File: config.mk
export PLATFORM = sky130hd
export DESIGN_NAME = adc_block_arbiter
export DESIGN_NICKNAME = d
export VERILOG_FILES = /design/src/rtl/mbo_stream_pkg.sv /design/src/rtl/rr_arb2.sv /design/src/rtl/adc_block_arbiter.sv
export SDC_FILE = /design/constraint.sdc
export NUM_CORES = 1
export LEC_CHECK = 0
export ABC_AREA = 1
export ABC_CLOCK_PERIOD_IN_PS = 2500
export CAP_MARGIN = 40
export CELL_PAD_IN_SITES_DETAIL_PLACEMENT = 1
export CELL_PAD_IN_SITES_GLOBAL_PLACEMENT = 1
export CORE_UTILIZATION = 36
export CTS_CLUSTER_SIZE = 16
export DETAILED_ROUTE_END_ITERATION = 8
export GPL_ROUTABILITY_DRIVEN = 0
export PLACE_DENSITY = 0.8
export SLEW_MARGIN = 20
export SYNTH_ARGS = -nofsm -noshare
export SYNTH_HDL_FRONTEND = slang
export SYNTH_HIERARCHICAL = 1
export SYNTH_SLANG_ARGS = --single-unit
File: constraint.sdc
create_clock -name clk -period 2.5 [get_ports clk]
set_input_delay 0.75 -clock clk [delete_from_list [all_inputs] [get_ports clk]]
set_output_delay 0.75 -clock clk [all_outputs]
set_load 0.01 [all_outputs]
File: src/rtl/mbo_stream_pkg.sv
// Shared constants for the ADC block stream: block geometry, header layout
// and the arbiter FSM encoding.
package mbo_stream_pkg;

    localparam int BLOCK_LEN  = 256;
    localparam int SEQ_W      = 12;

    localparam int HDR_CH_BIT = 15;
    localparam int HDR_RSV_HI = 14;
    localparam int HDR_RSV_LO = 12;
    localparam int HDR_SEQ_HI = 11;
    localparam int HDR_SEQ_W  = HDR_SEQ_HI + 1;

    typedef enum logic [1:0] {
        ST_IDLE = 2'd0,
        ST_HDR  = 2'd1,
        ST_DATA = 2'd2,
        ST_GAP  = 2'd3
    } state_e;

    function automatic logic [15:0] make_hdr(input logic ch, input logic [HDR_SEQ_HI:0] seq);
        logic [15:0] h;
        h                        = '0;
        h[HDR_CH_BIT]            = ch;
        h[HDR_RSV_HI:HDR_RSV_LO] = '0;
        h[HDR_SEQ_HI:0]          = seq;
        return h;
    endfunction

endpackage

File: src/rtl/rr_arb2.sv
// Two-requester round-robin arbiter. On a tie the channel that did not win
// last time is chosen; last-grant is only updated when a block completes.
module rr_arb2 (
    input  logic       clk,
    input  logic       rst,
    input  logic [1:0] req,
    input  logic       upd,
    input  logic       upd_gnt,
    output logic       gnt,
    output logic       any
);

    logic last_q;
    logic last_d;

    always_comb begin
        last_d = last_q;
        if (upd) begin
            last_d = upd_gnt;
        end
    end

    // Reset to 1 so channel 0 wins the first tie.
    always_ff @(posedge clk or posedge rst) begin
        if (rst) begin
            last_q <= 1'b1;
        end else begin
            last_q <= last_d;
        end
    end

    always_comb begin
        any = |req;
        gnt = 1'b0;
        case (req)
            2'b01:   gnt = 1'b0;
            2'b10:   gnt = 1'b1;
            2'b11:   gnt = ~last_q;
            default: gnt = 1'b0;
        endcase
    end

endmodule

File: src/rtl/adc_block_arbiter.sv
// Two-channel ADC block arbiter: grants a FIFO holding a full block and
// streams one header word followed by BLOCK_LEN data words.
//   state | meaning
//   IDLE  | waiting for en, tx_ready and a channel with a full block
//   HDR   | header word out, first FIFO read issued
//   DATA  | BLOCK_LEN data words; reads stop one cycle before the end
//   GAP   | sequence / block count / last-grant bookkeeping
module adc_block_arbiter #(
    parameter int BLOCK_LEN = mbo_stream_pkg::BLOCK_LEN,
    parameter int SEQ_W     = mbo_stream_pkg::SEQ_W
) (
    input  logic        clk,
    input  logic        rst,
    input  logic        en,
    input  logic        tx_ready,
    input  logic [1:0]  avail,
    input  logic [15:0] fifo_dout0,
    input  logic [15:0] fifo_dout1,
    output logic [1:0]  rd_en,
    output logic [15:0] dout,
    output logic        dout_valid,
    output logic        sof,
    output logic        eof,
    output logic        busy,
    output logic [15:0] blk_cnt
);
    import mbo_stream_pkg::*;

    localparam int CNT_W = (BLOCK_LEN > 1) ? $clog2(BLOCK_LEN) : 1;
    localparam logic [CNT_W-1:0] CNT_LOAD = CNT_W'(BLOCK_LEN - 1);

    state_e             state_q, state_d;
    logic               g_q, g_d;
    logic [CNT_W-1:0]   cnt_q, cnt_d;
    logic [SEQ_W-1:0]   seq0_q, seq0_d;
    logic [SEQ_W-1:0]   seq1_q, seq1_d;
    logic [15:0]        blk_cnt_q, blk_cnt_d;
    logic [SEQ_W-1:0]   seq_g;
    logic               arb_gnt;
    logic               arb_any;
    logic               arb_upd;

    rr_arb2 u_arb (
        .clk     (clk),
        .rst     (rst),
        .req     (avail),
        .upd     (arb_upd),
        .upd_gnt (g_q),
        .gnt     (arb_gnt),
        .any     (arb_any)
    );

    assign seq_g = g_q ? seq1_q : seq0_q;

    always_comb begin
        state_d    = state_q;
        g_d        = g_q;
        cnt_d      = cnt_q;
        seq0_d     = seq0_q;
        seq1_d     = seq1_q;
        blk_cnt_d  = blk_cnt_q;
        arb_upd    = 1'b0;
        rd_en      = 2'b00;
        dout       = 16'h0000;
        dout_valid = 1'b0;
        sof        = 1'b0;
        eof        = 1'b0;
        case (state_q)
            ST_IDLE: begin
                if (en && tx_ready && arb_any) begin
                    g_d     = arb_gnt;
                    state_d = ST_HDR;
                end
            end
            ST_HDR: begin
                dout       = make_hdr(g_q, HDR_SEQ_W'(seq_g));
                dout_valid = 1'b1;
                sof        = 1'b1;
                rd_en[g_q] = 1'b1;
                cnt_d      = CNT_LOAD;
                state_d    = ST_DATA;
            end
            ST_DATA: begin
                // FIFO data lags rd_en by one cycle, so the header read
                // supplies word 0 and the last data cycle needs no read.
                dout       = g_q ? fifo_dout1 : fifo_dout0;
                dout_valid = 1'b1;
                if (cnt_q == '0) begin
                    eof     = 1'b1;
                    state_d = ST_GAP;
                end else begin
                    rd_en[g_q] = 1'b1;
                    cnt_d      = cnt_q - CNT_W'(1);
                end
            end
            ST_GAP: begin
                if (g_q) begin
                    seq1_d = seq1_q + SEQ_W'(1);
                end else begin
                    seq0_d = seq0_q + SEQ_W'(1);
                end
                if (blk_cnt_q != 16'hFFFF) begin
                    blk_cnt_d = blk_cnt_q + 16'd1;
                end
                arb_upd = 1'b1;
                state_d = ST_IDLE;
            end
            default: state_d = ST_IDLE;
        endcase
    end

    always_ff @(posedge clk or posedge rst) begin
        if (rst) begin
            state_q   <= ST_IDLE;
            g_q       <= 1'b0;
            cnt_q     <= '0;
            seq0_q    <= '0;
            seq1_q    <= '0;
            blk_cnt_q <= 16'h0000;
        end else begin
            state_q   <= state_d;
            g_q       <= g_d;
            cnt_q     <= cnt_d;
            seq0_q    <= seq0_d;
            seq1_q    <= seq1_d;
            blk_cnt_q <= blk_cnt_d;
        end
    end

    assign busy    = (state_q != ST_IDLE);
    assign blk_cnt = blk_cnt_q;

endmodule
==> flow_summary.toml <==
[clock_network]
htree_num_levels = 2
insertion_delay_ps = 310
cts_tree = "done"
cts_made_buffers = 5
worst_setup_hold_path_clk_slew_ps = 110
cts.sinks = 52
clock-root-buffer = "clkbuf_8"
ctsLongestPathBuffers = 2

[cells_and_area]
final_nets = 650
fillCellCount = 1172
diodes = 0
area.growth.synth_to_final_pct = 42.3
layout.cells.most_common = "nand2_1"
finish.instance_area_um2 = 4890
drive_above_1_share_pct = 21.9
final_cell_mix = "nand2_1, clkdlybuf4s50_1, nor2_1"

[setup_path]
critPathCapture = "dout[9]"
crit-reg2reg-capture = "blk_cnt[12]"
crit_chain = "clkdlybuf4s50_1, nor2_1, nor2_4, o21ai_2, a31oi_1, buf_2"
crit_path_end_kind = "primary output"
worst_setup_path_start_kind = "input pin"
highest_fanout_seen_on_the_critical_path = 1
regToRegStartpoint = "blk_cnt[0]"
critical_path_arrival_ps = 1780
timing.critical_path.slowest_stage_cell = "clkdlybuf4s50_1"
setup.reg_to_reg.worst_slack_ps = 490
worst-setup-path-type = "in -> out"
ff2ff_path_depth = 9
timing.critical_path.required_ps = 1750
critical_path.max_stage_delay_ps = 470
worstSetupStartpoint = "fifo_dout0[9]"

[place]
postPlaceCellArea_um2 = 4500
placement.io_buffers = 75
dp_slack_ps = -439
place.detailed.hpwl_um = 8250

[min_path]
holdCritPathClass = "reg -> reg"

[logic_synthesis]
total_number_of_yosys_warnings = 6
synthCells = 499
synth_area_leaders = "dfrtp_1, nand2_1, nor2_1"
synthesis.nets = 546
yosysTopAreaCell = "dfrtp_1"
ys_ff_latch = 52
post_synth.cell_area_avg_um2 = 6.88
yosysTopAreaCellShare_pct = 37.2
synth_seq_area_share_pct = 37.9
post_synth_instance_area_um2 = 3430
synth_cell_type_count = 29

[timing]
post-route-period-util_pct = 101
finClkSkew_ps = 9.37
grt_setup_unrepaired = "true"
timing.slew.headroom_pct = 62.2
finalWorstSetupSlack_ps = -29.5
worstMarginPinSlew_ps = 566
finalHoldViolations = 0
slew_viol_final = 0
report.final.setup_viol = 5
setup_tns_ps = -60.7
achievable-frequency_mhz = 395
post-route-min-period_ps = 2530

[global_route]
total_global_routing_overflow = 0
grt_pass1_wl_um = 18200
grt_start_max_net_pins = 31
grt_pass1_vias = 3887
grt_antenna_before_repair = 0
global_route.usage.total_pct = 22.8

[status]
failing_checks = "setup timing"
outcome = "finished, violations left"

[pwr]
powerDensity_nw_per_um2 = 335
largest_vdd_supply_drop_mv = 0.189
p_leak_nw = 2.24

[route]
number_of_vias_after_detailed_routing = 3651
drc_violations_left = 0
detail_route.wl_per_cell_um = 15.5
routed_via_density = 4.98
final_antenna_net_count = 0
drt_pass1_iterations = 4
totalWireLength_um = 11300
detailedRoute.firstIterationViolations = 92

[die]
die_h_um = 99.7
initial_utilization_pct = 37.2
floorplan.io_pins = 76
placeableCoreArea_um2 = 9240
fp.dieW_um = 99.7
rows = 35
fp.dieArea_um2 = 9940

[job]
maximum_capacitance_violations = 0
## state kept, by name, indices dropped and copies added (netlist names)
register,flops
state_q,2
seq1_q,12
seq0_q,12
blk_cnt,16
cnt_q,8
u_arb/last_q,1
g_q,1
## cells in the mapped netlist
cell,count
nand3_1,27
nor2_2,11
or2_1,1
buf_2,4
a31oi_1,12
nor3_1,7
o21ai_2,9
clkinv_1,2
mux2_2,1
a21oi_1,7
dfrtp_1,51
ha_1,9
nand4_2,1
buf_6,2
o21ai_0,25
nand2_1,169
buf_4,2
clkbuf_1,3
xor2_1,13
nor2_1,63
inv_2,2
nand3b_1,1
o21ai_1,4
inv_1,54
nand4_1,9
xnor2_1,6
nor2_4,2
dfstp_2,1
nand2_2,1
## power breakdown
group / internal, mW / switching (mW)
combinational: 0.104 / 0.0886
sequential: 0.842 / 0.00243
clock: 0.298 / 0.302
total: 1.24 / 0.393
## logic make-up after synthesis
kind of cell	count (synthesis)	synth area share, %
muxes	1	0.328
adders and majority gates	9	3.28
xor gates and xnor gates	19	4.85
DFF	52	37.9
and+or+nand+nor	292	35.6
buffers and inverters	69	8.34
AOI/OAI and AO/OA	57	9.73
## worst min path at each step
stage	slack (ps)	startpoint	depth (start not counted)	endpoint
2_1_floorplan	440	u_arb/last_q	2	u_arb/last_q
3_3_place_gp	460	u_arb/last_q	2	u_arb/last_q
3_5_place_dp	460	u_arb/last_q	2	u_arb/last_q
4_1_cts	480	u_arb/last_q	2	u_arb/last_q
5_1_grt	500	u_arb/last_q	2	u_arb/last_q
6_report	480	u_arb/last_q	2	u_arb/last_q
## stage by stage
step / hold slack [ps] / cells / util [%] / power, mW
global route: 498 / 733 / 52.9 / 1.70
detailed placement: 464 / 714 / 48.7 / 1.05
finish: 480 / 733 / 52.9 / 1.64
CTS: 485 / 728 / 50.3 / 1.64
floorplan: 442 / 499 / - / 0.922
global placement: 459 / 713 / 48.5 / 1.05
## critical path: cells and delay by family
family / cells / cell delay [ps]
buf+inv: 2 / 630
simple gates: 2 / 170
compound gates: 2 / 220
## layout make-up
| class | count | area [um2] | area share (%) |
|---|---|---|---|
| timing repair buffer | 108 | 1020 | 21.0 |
| tap | 129 | 161 | 3.30 |
| inverter | 58 | 231 | 4.74 |
| multi-input combinational | 378 | 2060 | 42.1 |
| sequential | 52 | 1300 | 26.7 |
| clock buffer | 6 | 72.6 | 1.48 |
| clock inverter | 2 | 35.0 | 0.717 |
## per-layer routing
metal	GRT usage (%)	wire length, um	part of all wire, %
met5	0	0	0
met4	4.30	100	0.88
met3	2.81	373	3.3
met2	41.7	5770	51
met1	28.7	5080	45
## timing repair
action / in CTS / in global routing
gates resized for setup: 85 / 72
gates cloned: 0 / 1
hold buffers: 0 / 0
pin swaps: 10 / 23
buffers inserted: 6 / 4
setup endpoints to repair: 20 / 18
No activity file was read; power rests on OpenSTA's default activity.
